`config.mk`:
```
export PLATFORM = sky130hd
export DESIGN_NAME = hub75_scan_scheduler
export DESIGN_NICKNAME = d
export VERILOG_FILES = /design/src/rtl/hub75_scan_scheduler.sv
export SDC_FILE = /design/constraint.sdc
export NUM_CORES = 1
export LEC_CHECK = 0
export CAP_MARGIN = 20
export CORE_MARGIN = 2
export CORE_UTILIZATION = 50
export DETAILED_ROUTE_END_ITERATION = 10
export PLACE_DENSITY = 0.67
export SETUP_SLACK_MARGIN = 0.2
export SLEW_MARGIN = 20
export SYNTH_ARGS = -nofsm -noshare
export SYNTH_HDL_FRONTEND = slang
export SYNTH_SLANG_ARGS = --single-unit
```
`constraint.sdc`:
```
create_clock -name clk -period 17.5 [get_ports clk]
set_clock_uncertainty 0.1 [all_clocks]
set_input_delay 5.25 -clock clk [delete_from_list [all_inputs] [get_ports clk]]
set_output_delay 5.25 -clock clk [all_outputs]
set_load 0.02 [all_outputs]
```
`src/rtl/hub75_scan_scheduler.sv`:
```
// HUB75 scan sequencer: walks rows and BCM planes, overlapping the next
// row shift with the current row's display time.
module hub75_scan_scheduler #(
    parameter int ROWS         = 8,
    parameter int ROW_W        = 3,
    parameter int BITS         = 12,
    parameter int PLANE_W      = 4,
    parameter int BASE_TICKS   = 4,
    parameter int CNT_W        = 24,
    parameter int BLANK_CYCLES = 2,
    parameter int LATCH_CYCLES = 2
) (
    input  logic               clk,
    input  logic               reset,
    input  logic               enable,
    input  logic [7:0]         brightness,
    output logic               shift_start,
    output logic [ROW_W-1:0]   shift_row,
    output logic [PLANE_W-1:0] shift_plane,
    input  logic               shift_done,
    output logic [ROW_W-1:0]   led_row,
    output logic               led_stb,
    output logic               led_oe_n,
    output logic               frame_start
);

    localparam int PH_W = 8;

    typedef enum logic [2:0] {
        IDLE,
        SHIFT_REQ,
        SHIFT,
        WAIT_DISP,
        BLANK,
        LATCH
    } state_t;

    state_t             state_q, state_d;
    logic [PH_W-1:0]    phase_q, phase_d;
    logic [ROW_W-1:0]   shift_row_q, shift_row_d;
    logic [PLANE_W-1:0] shift_plane_q, shift_plane_d;
    logic [ROW_W-1:0]   led_row_q, led_row_d;
    logic [CNT_W-1:0]   period_cnt_q, period_cnt_d;
    logic [CNT_W-1:0]   on_cnt_q, on_cnt_d;
    logic               frame_start_q, frame_start_d;

    logic [CNT_W-1:0]   period_load;
    logic [CNT_W+7:0]   on_prod;
    logic [CNT_W-1:0]   on_load;
    logic               slot_is_first;
    logic               disp_state;

    // Full-width product keeps the >>8 exact for every plane/brightness pair.
    always_comb begin
        period_load = CNT_W'(BASE_TICKS) << shift_plane_q;
        on_prod     = {8'd0, period_load} * {{CNT_W{1'b0}}, brightness};
        on_load     = on_prod[CNT_W+7:8];
    end

    assign slot_is_first = (shift_row_q == '0) &&
                           (shift_plane_q == PLANE_W'(BITS - 1));

    always_comb begin
        state_d       = state_q;
        phase_d       = phase_q;
        shift_row_d   = shift_row_q;
        shift_plane_d = shift_plane_q;
        led_row_d     = led_row_q;
        frame_start_d = 1'b0;
        period_cnt_d  = (period_cnt_q == '0) ? '0
                                             : period_cnt_q - CNT_W'(1);
        on_cnt_d      = (on_cnt_q == '0) ? '0 : on_cnt_q - CNT_W'(1);

        unique case (state_q)
            IDLE: begin
                if (enable) begin
                    state_d = SHIFT_REQ;
                end
            end
            SHIFT_REQ: begin
                state_d = SHIFT;
            end
            SHIFT: begin
                if (shift_done) begin
                    state_d = WAIT_DISP;
                end
            end
            WAIT_DISP: begin
                if (period_cnt_q == '0) begin
                    if (!enable) begin
                        state_d = IDLE;
                    end else begin
                        state_d   = BLANK;
                        phase_d   = '0;
                        led_row_d = shift_row_q;
                    end
                end
            end
            BLANK: begin
                if (phase_q == PH_W'(BLANK_CYCLES - 1)) begin
                    state_d = LATCH;
                    phase_d = '0;
                end else begin
                    phase_d = phase_q + PH_W'(1);
                end
            end
            LATCH: begin
                if (phase_q == PH_W'(LATCH_CYCLES - 1)) begin
                    state_d       = SHIFT_REQ;
                    phase_d       = '0;
                    period_cnt_d  = period_load;
                    on_cnt_d      = on_load;
                    frame_start_d = slot_is_first;
                    if (shift_row_q == ROW_W'(ROWS - 1)) begin
                        shift_row_d   = '0;
                        shift_plane_d = (shift_plane_q == '0)
                                      ? PLANE_W'(BITS - 1)
                                      : shift_plane_q - PLANE_W'(1);
                    end else begin
                        shift_row_d = shift_row_q + ROW_W'(1);
                    end
                end else begin
                    phase_d = phase_q + PH_W'(1);
                end
            end
            default: begin
                state_d = IDLE;
            end
        endcase
    end

    always_ff @(posedge clk or posedge reset) begin
        if (reset) begin
            state_q       <= IDLE;
            phase_q       <= '0;
            shift_row_q   <= '0;
            shift_plane_q <= PLANE_W'(BITS - 1);
            led_row_q     <= '0;
            period_cnt_q  <= '0;
            on_cnt_q      <= '0;
            frame_start_q <= 1'b0;
        end else begin
            state_q       <= state_d;
            phase_q       <= phase_d;
            shift_row_q   <= shift_row_d;
            shift_plane_q <= shift_plane_d;
            led_row_q     <= led_row_d;
            period_cnt_q  <= period_cnt_d;
            on_cnt_q      <= on_cnt_d;
            frame_start_q <= frame_start_d;
        end
    end

    // Panel is lit only while a row is on display, never around the strobe.
    assign disp_state = (state_q == SHIFT_REQ) ||
                        (state_q == SHIFT) ||
                        (state_q == WAIT_DISP);

    assign shift_start = (state_q == SHIFT_REQ);
    assign shift_row   = shift_row_q;
    assign shift_plane = shift_plane_q;
    assign led_row     = led_row_q;
    assign led_stb     = (state_q == LATCH);
    assign led_oe_n    = !(disp_state && (on_cnt_q != '0));
    assign frame_start = frame_start_q;

endmodule

```
==> results of run 1 <==
==> worst max-delay path: cells and delay by family <==
kind	cells	cell delay [ps]
adders and majority gates	5	2460
buffers and inverters	3	940
AOI/OAI and AO/OA	5	1420
and+or+nand+nor	3	580
==> final timing paths <==
| check | endpoint | cells after the start | start |
|---|---|---|---|
| setup / recovery | on_cnt_q[18] | 16 | brightness[5] |
| max in group asynchronous | period_cnt_q[13] | 3 | reset |
| min in group asynchronous | phase_q[2] | 3 | reset |
| hold reg to reg | period_cnt_q[0] | 1 | period_cnt_q[0] |
| hold / removal | period_cnt_q[0] | 1 | period_cnt_q[0] |
| setup reg to reg | on_cnt_q[18] | 18 | shift_plane[0] |
==> layer usage <==
layer	vias up	routed length [µm]
li1	2945	-
met1	2933	8750
met2	108	8320
met3	11	723
met4	0	132
met5	-	0
==> layout make-up <==
cell class | count | share of cell area
clock buffer | 10 | 0.0280
clock inverter | 6 | 0.00542
inverter | 112 | 0.0492
multi-input combinational | 648 | 0.646
sequential | 70 | 0.205
tap | 211 | 0.0309
timing repair buffer | 32 | 0.0354
==> synthesized netlist by cell type, drive strengths merged, types with 5 or more instances <==
cell,count
dfrtp,67
nand3,28
o22ai,14
and3,86
fa,83
xor2,19
nor4,13
xnor2,32
o21ai,28
a21oi,18
or4,6
and2,24
a21o,10
nand2b,6
ha,57
nand2,65
nor3,18
or3,8
clkbuf,39
inv,112
buf,5
nor2,59
==> state kept, by name, summed over array words and instances (netlist names) <==
name          cells
period_cnt_q     24
phase_q           8
led_row           3
shift_row         3
frame_start       1
shift_plane       4
state_q           3
on_cnt_q         24
==> cell families after synthesis <==
logic type               after synthesis
AND/OR/NAND/NOR                      337
buffers and inverters                156
adder cells (fa/ha/maj)              140
AO/OA/AOI/OAI                        115
flip-flops                            70
XOR/XNOR                              51
multiplexers                           5
==> placed cells by master (no fill, tap or decap), types with 4 or more instances in the layout <==
master           Yosys  routed
and2_1              23      23
o21ai_0             26      26
or3_1                8       8
clkbuf_16            0       9
nor3_1              15      15
buf_4                0       7
and3_1              86      86
nand2b_1             6       6
nand2_1             65      65
nor2b_1              4       4
nand3_1             28      28
inv_1              112     111
nor3b_1              4       4
a21o_1              10      10
dfrtp_1             67      67
a21oi_1             18      18
o32ai_1              4       4
a41oi_1              4       4
fa_1                83      83
nor2_1              58      58
o22ai_1             14      14
xnor2_1             32      32
o21bai_1             4       4
ha_1                57      57
o21a_1               4       4
nor4_1               8       8
xor2_1              19      19
clkdlybuf4s50_1      0      25
or4_1                4       4
==> through the flow <==
step | setup slack, ps | instances | total power, mW | hold slack, ps | utilization
after floorplan | 7610 | 874 | 0.343 | 319 | -
after global placement | 6760 | 1073 | 0.370 | 347 | 0.539
after detailed placement | 6580 | 1073 | 0.375 | 347 | 0.539
after CTS | 6920 | 1089 | 0.551 | 354 | 0.558
after global routing | 6710 | 1089 | 0.584 | 394 | 0.558
final | 6960 | 1089 | 0.547 | 347 | 0.558
==> where the power goes <==
| part | internal [mW] | switching [mW] |
|---|---|---|
| registers | 0.202 | 0.0455 |
| logic | 0.0630 | 0.0627 |
| clock network | 0.100 | 0.0732 |
==> impl_results.md, run 1 <==
- Cell type of the slowest stage on the worst timing path: clkdlybuf4s50_1
- Number of warnings issued by yosys: 0
- Dominant combinational cell family by area after synthesis: adder cells
- Cell type with the largest total area after synthesis: dfrtp_1
- Required time at the endpoint of the critical path: 17,610 ps
- Die Footprint: 0.0167 mm²
- Final estimated routing congestion in global placement: 0.848
- Detailed-routing iteration count for the pre-antenna-repair pass: 5
- Gate Count Post-Synth: 874
- Peak per-stage delay on the critical path: 840 ps
- Number of resized instances in the post-cts repair step: 0
- CP Launch Type: primary input
- Number of hold buffers added after cts: 0
- TritonCTS clock tree: done
- Number of nets still failing antenna checks after routing: 0
- Post-CTS setup buffers: 0
- First-pass GRT wire length: 30.4 mm
- Max Buffers Root-to-Sink: 2
- Final cell area excluding filler cells: 0.00855 mm²
- Number of inserted diodes: 0
- Leak: 4.37 nW
- Count of final hold-check violations: 0
- Synth Flop Type: dfrtp_1
- Number of nets in the synthesized netlist: 1,026
- Average wire per standard cell: 16.5 µm
- Arrival time of data at the critical path endpoint: 10,650 ps
- Flop2flop setup slack: 10,890 ps
- Yosys top cell area share: 0.213
- Number of placement rows: 45
- Post-layout nets: 1,025
- Async set-reset flop share out of synthesis: 1.00
- Critical Path Most Common Cell: fa_1
- Total number of clock tree sinks: 70
- Post-DP Area: 0.00826 mm²
- Root buffer cell: clkbuf_16
- Cts bufs inserted: 9
- Result of the run: completed
- Clock insertion delay at the later pin of the skew report: 340 ps
- Total wire length: 17.9 mm
- Proportion of layout cells with a drive suffix above 1: 0.0547
- Maxcap violations: 0
- Slew at the pin closest to its max-slew limit: 1070 ps
- CP Capture Type: flop
- Fill cell total of the finished layout: 1,394
- Tot GR Track Use: 0.229
- Sequential cell area: 0.00176 mm²
- Vias post-DR: 5,997
- Boundary pin count: 26
- Portion of the clock cycle consumed by the worst path in the final layout: 0.602
- Met1 Usage GRT: 0.335
- Synth Area in Compound Gates: 0.0974
- Power density cells: 64.0 mW/mm²
- Relative slew slack: 0.287
- Fin. max-slew vios: 0
- Sequence of cells on the critical path: clkdlybuf4s50_1 -> and3_1 -> fa_1 -> fa_1 -> fa_1 -> inv_1 -> fa_1 -> inv_1 -> ha_1 -> and4_1 -> a21boi_0 -> a221o_1 -> a41o_1 -> a221o_1 -> o41ai_1 -> nor3b_1
- Startpoint-to-endpoint class of the critical path: primary input to flop
- Total half-perimeter wirelength after legalization and detailed placement: 13.2 mm
- Peak clock frequency supported by timing: 0.0949 GHz
- Post-synth EDFFs: 0
- Post-Synth XOR/XNOR Area: 0.0568
- Fraction of met3 tracks used by global routing: 0.0359
- Register bit total from synthesis: 70
- Cells taking the most area after synthesis: dfrtp_1 (21%), fa_1 (21%), ha_1 (9.1%)
- GRT overflow: 0
- Hold crit path type: flop to flop
- Proportion of synthesized chip area in sequential cells: 0.223
- Clock-pin transition on the worst setup and hold timing paths: 60 ps
- Fraction of the mapped netlist area in adder cells: 0.302
- Footprint of the multi-input gates: 0.00552 mm²
- Synthesized-area fraction occupied by and/or/nand/nor cells: 0.239
- Setup TNS Final: 0 ps
- Area growth syn-to-layout: 8.67%
- Final critical-path required period: 10,540 ps
- Chip Height: 129 µm
- Most congested layer reported by global routing: met2
- Final setup vio count: 0
- Number of global-route vias before repair: 6,047
- Die width: 129 µm
- Unrepaired setup endpoints after global routing: no
- Number of DRC markers in iteration 0: 395
- Starting utilization of the core area: 0.514
- Area of the mapped netlist: 0.00787 mm²
- Highest ir drop seen on vdd: 47.1 µV
- DRC violations left: 0
- Initial antenna violation count: 0
- Largest fanout on the critical path: 16
- IO Port Bufs: 25
- Via-per-instance ratio: 5.51
- Core ar.: 0.0153 mm²
- Met2 Usage GRT: 0.363
- Multiplexer share of the synthesized area: 0.00684
- Htree depth: 3
- Number of distinct library cell variants in the gate-level netlist after synthesis: 66
- Maximum number of pins on one net before global-route repair: 71
- Synthesized area divided by synthesized cell count: 9.00 µm²
Power figures use the tool's default switching activity.
==> inputs of run 2 (changes only) <==
Clock period 17.5 ns to 10.85 ns, I/O delays scaled along.
==> impl_results.md, run 2 (synthesis results as in run 1) <==
- Result of the run: completed
- Post-layout power: 0.941 mW
- Worst slack on hold paths: 365 ps
- Post-Route Utilization: 0.562
- Cell-internal power: 0.653 mW
- Cts bufs inserted: 9
- First-pass GRT wire length: 31.0 mm
- Number of hold buffers added after cts: 0
- Portion of the clock cycle consumed by the worst path in the final layout: 0.783
- Number of global-route vias before repair: 6,100
- Setup TNS Final: 0 ps
- Peak clock frequency supported by timing: 0.118 GHz
- Post-layout nets: 1,025
- Die width: 129 µm
- Root buffer cell: clkbuf_16
- Required time at the endpoint of the critical path: 10,960 ps
- CP Capture Type: flop
- Startpoint-to-endpoint class of the critical path: primary input to flop
- Number of DRC markers in iteration 0: 412
- Number of standard cells in the layout, taps in and fillers out: 1,089
- Average wire per standard cell: 16.6 µm
- Switching share of total power: 0.306
- Number of resized instances in the post-cts repair step: 0
- Chip Height: 129 µm
- Portion of total power attributed to the clock network: 0.363
- Commonest non-fill, non-tap cell in the layout: inv_1
- Final estimated routing congestion in global placement: 0.848
- Arrival time of data at the critical path endpoint: 8600 ps
- Area growth syn-to-layout: 9.43%
- Maximum number of pins on one net before global-route repair: 71
- Registers with the highest flip-flop counts: on_cnt_q x24, period_cnt_q x24, phase_q x8
- Clock-pin transition on the worst setup and hold timing paths: 60 ps
- Max Buffers Root-to-Sink: 2
- Total number of clock tree sinks: 70
- Core ar.: 0.0153 mm²
- Flop2flop setup slack: 4320 ps
- Net switching power figure: 0.288 mW
- Largest fanout on the critical path: 16
- Maxcap violations: 0
- Highest ir drop seen on vdd: 89.4 µV
- Hold crit path type: flop to flop
- Vias post-DR: 6,039
- Power density cells: 109 mW/mm²
- Sequential cell fraction of total power: 0.425
- Proportion of layout cells with a drive suffix above 1: 0.0547
- Number of inserted diodes: 0
- Count of final hold-check violations: 0
- TritonCTS clock tree: done
- Combinational share of power: 0.212
- Final setup vio count: 0
- IO Port Bufs: 25
- CP Launch Type: primary input
- Unrepaired setup endpoints after global routing: no
- Commonest cells after routing, fill and taps aside: inv_1 (111), and3_1 (86), fa_1 (83)
- Starting utilization of the core area: 0.514
- Total wire length: 18.0 mm
- Total instance count after detailed placement: 1,073
- GRT overflow: 0
- Number of nets still failing antenna checks after routing: 0
- Total half-perimeter wirelength after legalization and detailed placement: 13.3 mm
- Initial antenna violation count: 0
- Fin. max-slew vios: 0
- Boundary pin count: 26
- Die Footprint: 0.0167 mm²
- Relative slew slack: 0.319
- Htree depth: 3
- Final critical-path required period: 8500 ps
- Post-CTS setup buffers: 0
- Detailed-routing iteration count for the pre-antenna-repair pass: 5
- Slew at the pin closest to its max-slew limit: 1020 ps
- Number of placement rows: 45
- Clock insertion delay at the later pin of the skew report: 340 ps
- Via-per-instance ratio: 5.55
- DRC violations left: 0
- Leak: 4.40 nW
- Tot GR Track Use: 0.233
## run 2: cell count changes in the layout (fill, tap and decap cells not counted), sizes merged
cell      change
clkbuf        -1
bufinv        +3
clkinvlp      -1
clkinv        -1
## run 2: final timing paths
kind	start	to	cells after the start
worst max-delay path	brightness[5]	on_cnt_q[18]	16
worst min-delay path	period_cnt_q[0]	period_cnt_q[0]	1
worst max register to register	shift_plane[0]	on_cnt_q[18]	18
worst min register to register	period_cnt_q[0]	period_cnt_q[0]	1
max in group asynchronous	reset	period_cnt_q[12]	3
min in group asynchronous	reset	phase_q[7]	3
## run 2: power groups by stage
stage          clock network (mW)  logic (mW)  registers, mW
4_1_cts                     0.348       0.201          0.399
3_5_place_dp                    0       0.200          0.402
2_1_floorplan                   0       0.166          0.388
3_3_place_gp                    0       0.195          0.402
6_report                    0.341       0.200          0.400
5_1_grt                     0.361       0.231          0.411
## run 2: metal layers
metal	routed length, µm	global-route usage
met1	8790	0.346
met2	8310	0.360
met3	697	0.0384
met4	238	0.0557
met5	0	0
## run 2: cell type report
class                           count  area, µm²
Inverter                          112        420
Timing Repair Buffer               32        303
Clock buffer                        9        225
Tap cell                          211        264
Sequential cell                    70       1760
Multi-Input combinational cell    648       5520
Fill cell                        1439       6710
Clock inverter                      7        120
## run 2: critical path, cell delays in order
cell and delay (ps):
clkdlybuf4s50_1 830, and3_1 260, fa_1 450, fa_1 530, fa_1 560, inv_1 60
fa_1 530, inv_1 40, ha_1 380, and4_1 230, a21boi_0 120, a221o_1 350
a41o_1 270, a221o_1 370, o41ai_1 260, nor3b_1 100
## run 2: through the flow
step | cell area (µm²) | setup WS (ps)
2_1_floorplan | 7870 | 2950
3_3_place_gp | 8260 | 2110
3_5_place_dp | 8260 | 2040
4_1_cts | 8610 | 2350
5_1_grt | 8610 | 2070
6_report | 8610 | 2350
==> inputs of run 3 (changes only) <==
Clock period 10.85 ns to 8.34 ns, I/O delays scaled along.
==> impl_results.md, run 3 (synthesis results as in run 1) <==
- Total wire length: 18.2 mm
- Max Buffers Root-to-Sink: 2
- Worst slack on hold paths: 363 ps
- Via-per-instance ratio: 5.52
- Cell-internal power: 0.797 mW
- Number of placement rows: 45
- Root buffer cell: clkbuf_16
- Post-DP Area: 0.00828 mm²
- Relative slew slack: 0.333
- Final estimated routing congestion in global placement: 0.871
- Largest fanout on the critical path: 16
- Portion of total power attributed to the clock network: 0.333
- Area growth syn-to-layout: 9.07%
- Leak: 4.39 nW
- Arrival time of data at the critical path endpoint: 7840 ps
- Met1 Usage GRT: 0.330
- Hold crit path type: flop to flop
- GRT overflow: 0
- Number of inserted diodes: 0
- Die Footprint: 0.0167 mm²
- Result of the run: completed
- IO Port Bufs: 25
- Most congested layer reported by global routing: met2
- Required time at the endpoint of the critical path: 8450 ps
- Htree depth: 3
- Proportion of layout cells with a drive suffix above 1: 0.0557
- Met2 Usage GRT: 0.369
- Total number of clock tree sinks: 70
- Commonest cells after routing, fill and taps aside: inv_1 (111), and3_1 (86), fa_1 (83)
- Starting utilization of the core area: 0.514
- Switching share of total power: 0.321
- Post-Route Utilization: 0.560
- First-pass GRT wire length: 30.8 mm
- Boundary pin count: 26
- Setup TNS Final: 0 ps
- Slew at the pin closest to its max-slew limit: 1000 ps
- Net switching power figure: 0.376 mW
- Peak clock frequency supported by timing: 0.129 GHz
- Total half-perimeter wirelength after legalization and detailed placement: 13.4 mm
- Chip Height: 129 µm
- Number of resized instances in the post-cts repair step: 0
- Number of hold buffers added after cts: 0
- Vias post-DR: 6,019
- CP Capture Type: flop
- Die width: 129 µm
- TritonCTS clock tree: done
- Tot GR Track Use: 0.232
- Detailed-routing iteration count for the pre-antenna-repair pass: 5
- Cts bufs inserted: 9
- Final critical-path required period: 7730 ps
- Fraction of met3 tracks used by global routing: 0.0500
- Post-layout nets: 1,027
- Initial antenna violation count: 0
- Clock-pin transition on the worst setup and hold timing paths: 60 ps
- Combinational share of power: 0.223
- Clock insertion delay at the later pin of the skew report: 340 ps
- Unrepaired setup endpoints after global routing: no
- Fin. max-slew vios: 0
- Number of nets still failing antenna checks after routing: 0
- Count of final hold-check violations: 0
- Core ar.: 0.0153 mm²
- Portion of the clock cycle consumed by the worst path in the final layout: 0.927
- Maximum number of pins on one net before global-route repair: 71
- Sequential cell fraction of total power: 0.444
- Number of DRC markers in iteration 0: 393
- Number of global-route vias before repair: 6,078
- DRC violations left: 0
- Final cell area excluding filler cells: 0.00858 mm²
- CP Launch Type: primary input
- Post-CTS setup buffers: 0
- Final setup vio count: 0
- Registers with the highest flip-flop counts: on_cnt_q x24, period_cnt_q x24, phase_q x8
- Highest ir drop seen on vdd: 110 µV
- Startpoint-to-endpoint class of the critical path: primary input to flop
- Power density cells: 137 mW/mm²
- Average wire per standard cell: 16.7 µm
- Commonest non-fill, non-tap cell in the layout: inv_1
- Maxcap violations: 0
-- run 3: cell count changes in the layout (fill, tap and decap cells not counted) --
cell and change:
buf_4 +2, bufinv_16 -2, clkbuf_1 +1, clkbuf_8 +1, clkinvlp_4 +1, inv_6 -1
-- run 3: worst paths after layout --
path,from,to,slack (ps),cells past startpoint
max in group asynchronous,reset,period_cnt_q[2],4880,3
worst max-delay path,brightness[6],on_cnt_q[16],610,16
min in group asynchronous,reset,on_cnt_q[20],2650,3
worst min-delay path,period_cnt_q[0],period_cnt_q[0],360,1
worst max register to register,shift_plane[0],on_cnt_q[16],1840,18
worst min register to register,period_cnt_q[0],period_cnt_q[0],360,1
-- run 3: power groups by stage --
stage,combinational (mW),sequential (mW),clock [mW]
2_1_floorplan,0.216,0.505,0
3_3_place_gp,0.254,0.523,0
3_5_place_dp,0.260,0.525,0
4_1_cts,0.263,0.520,0.398
5_1_grt,0.298,0.534,0.410
6_report,0.262,0.521,0.390
-- run 3: worst max-delay path: stages --
cell             delay, ps
clkdlybuf4s50_1        810
and3_1                 280
fa_1                   460
fa_1                   530
fa_1                   540
inv_1                   60
fa_1                   540
inv_1                   50
ha_1                   380
and4_1                 230
a21boi_0               130
a221o_1                350
a41o_1                 270
a21o_1                 200
a2111oi_0              420
nor3_1                  90
-- run 3: cell type report --
| class | count | area, µm² |
|---|---|---|
| inverter | 112 | 420 |
| multi-input combinational | 648 | 5520 |
| clock buffer | 11 | 243 |
| sequential | 70 | 1760 |
| tap | 211 | 264 |
| fill | 1438 | 6740 |
| timing repair buffer | 34 | 318 |
| clock inverter | 5 | 58.8 |
-- run 3: per-stage QoR --
| stage | std cells | total power [mW] | worst slack (ps) |
|---|---|---|---|
| CTS | 1091 | 1.18 | 577 |
| global route | 1091 | 1.24 | 303 |
| finish | 1091 | 1.17 | 610 |
| detailed placement | 1075 | 0.785 | 242 |
| floorplan | 874 | 0.720 | 1200 |
| global placement | 1075 | 0.777 | 355 |
-- run 3: per-layer routing --
metal | vias to the layer above | wire, µm
met5 | - | 0
met4 | 0 | 206
met3 | 17 | 888
met2 | 106 | 8340
met1 | 2953 | 8770
li1 | 2943 | -
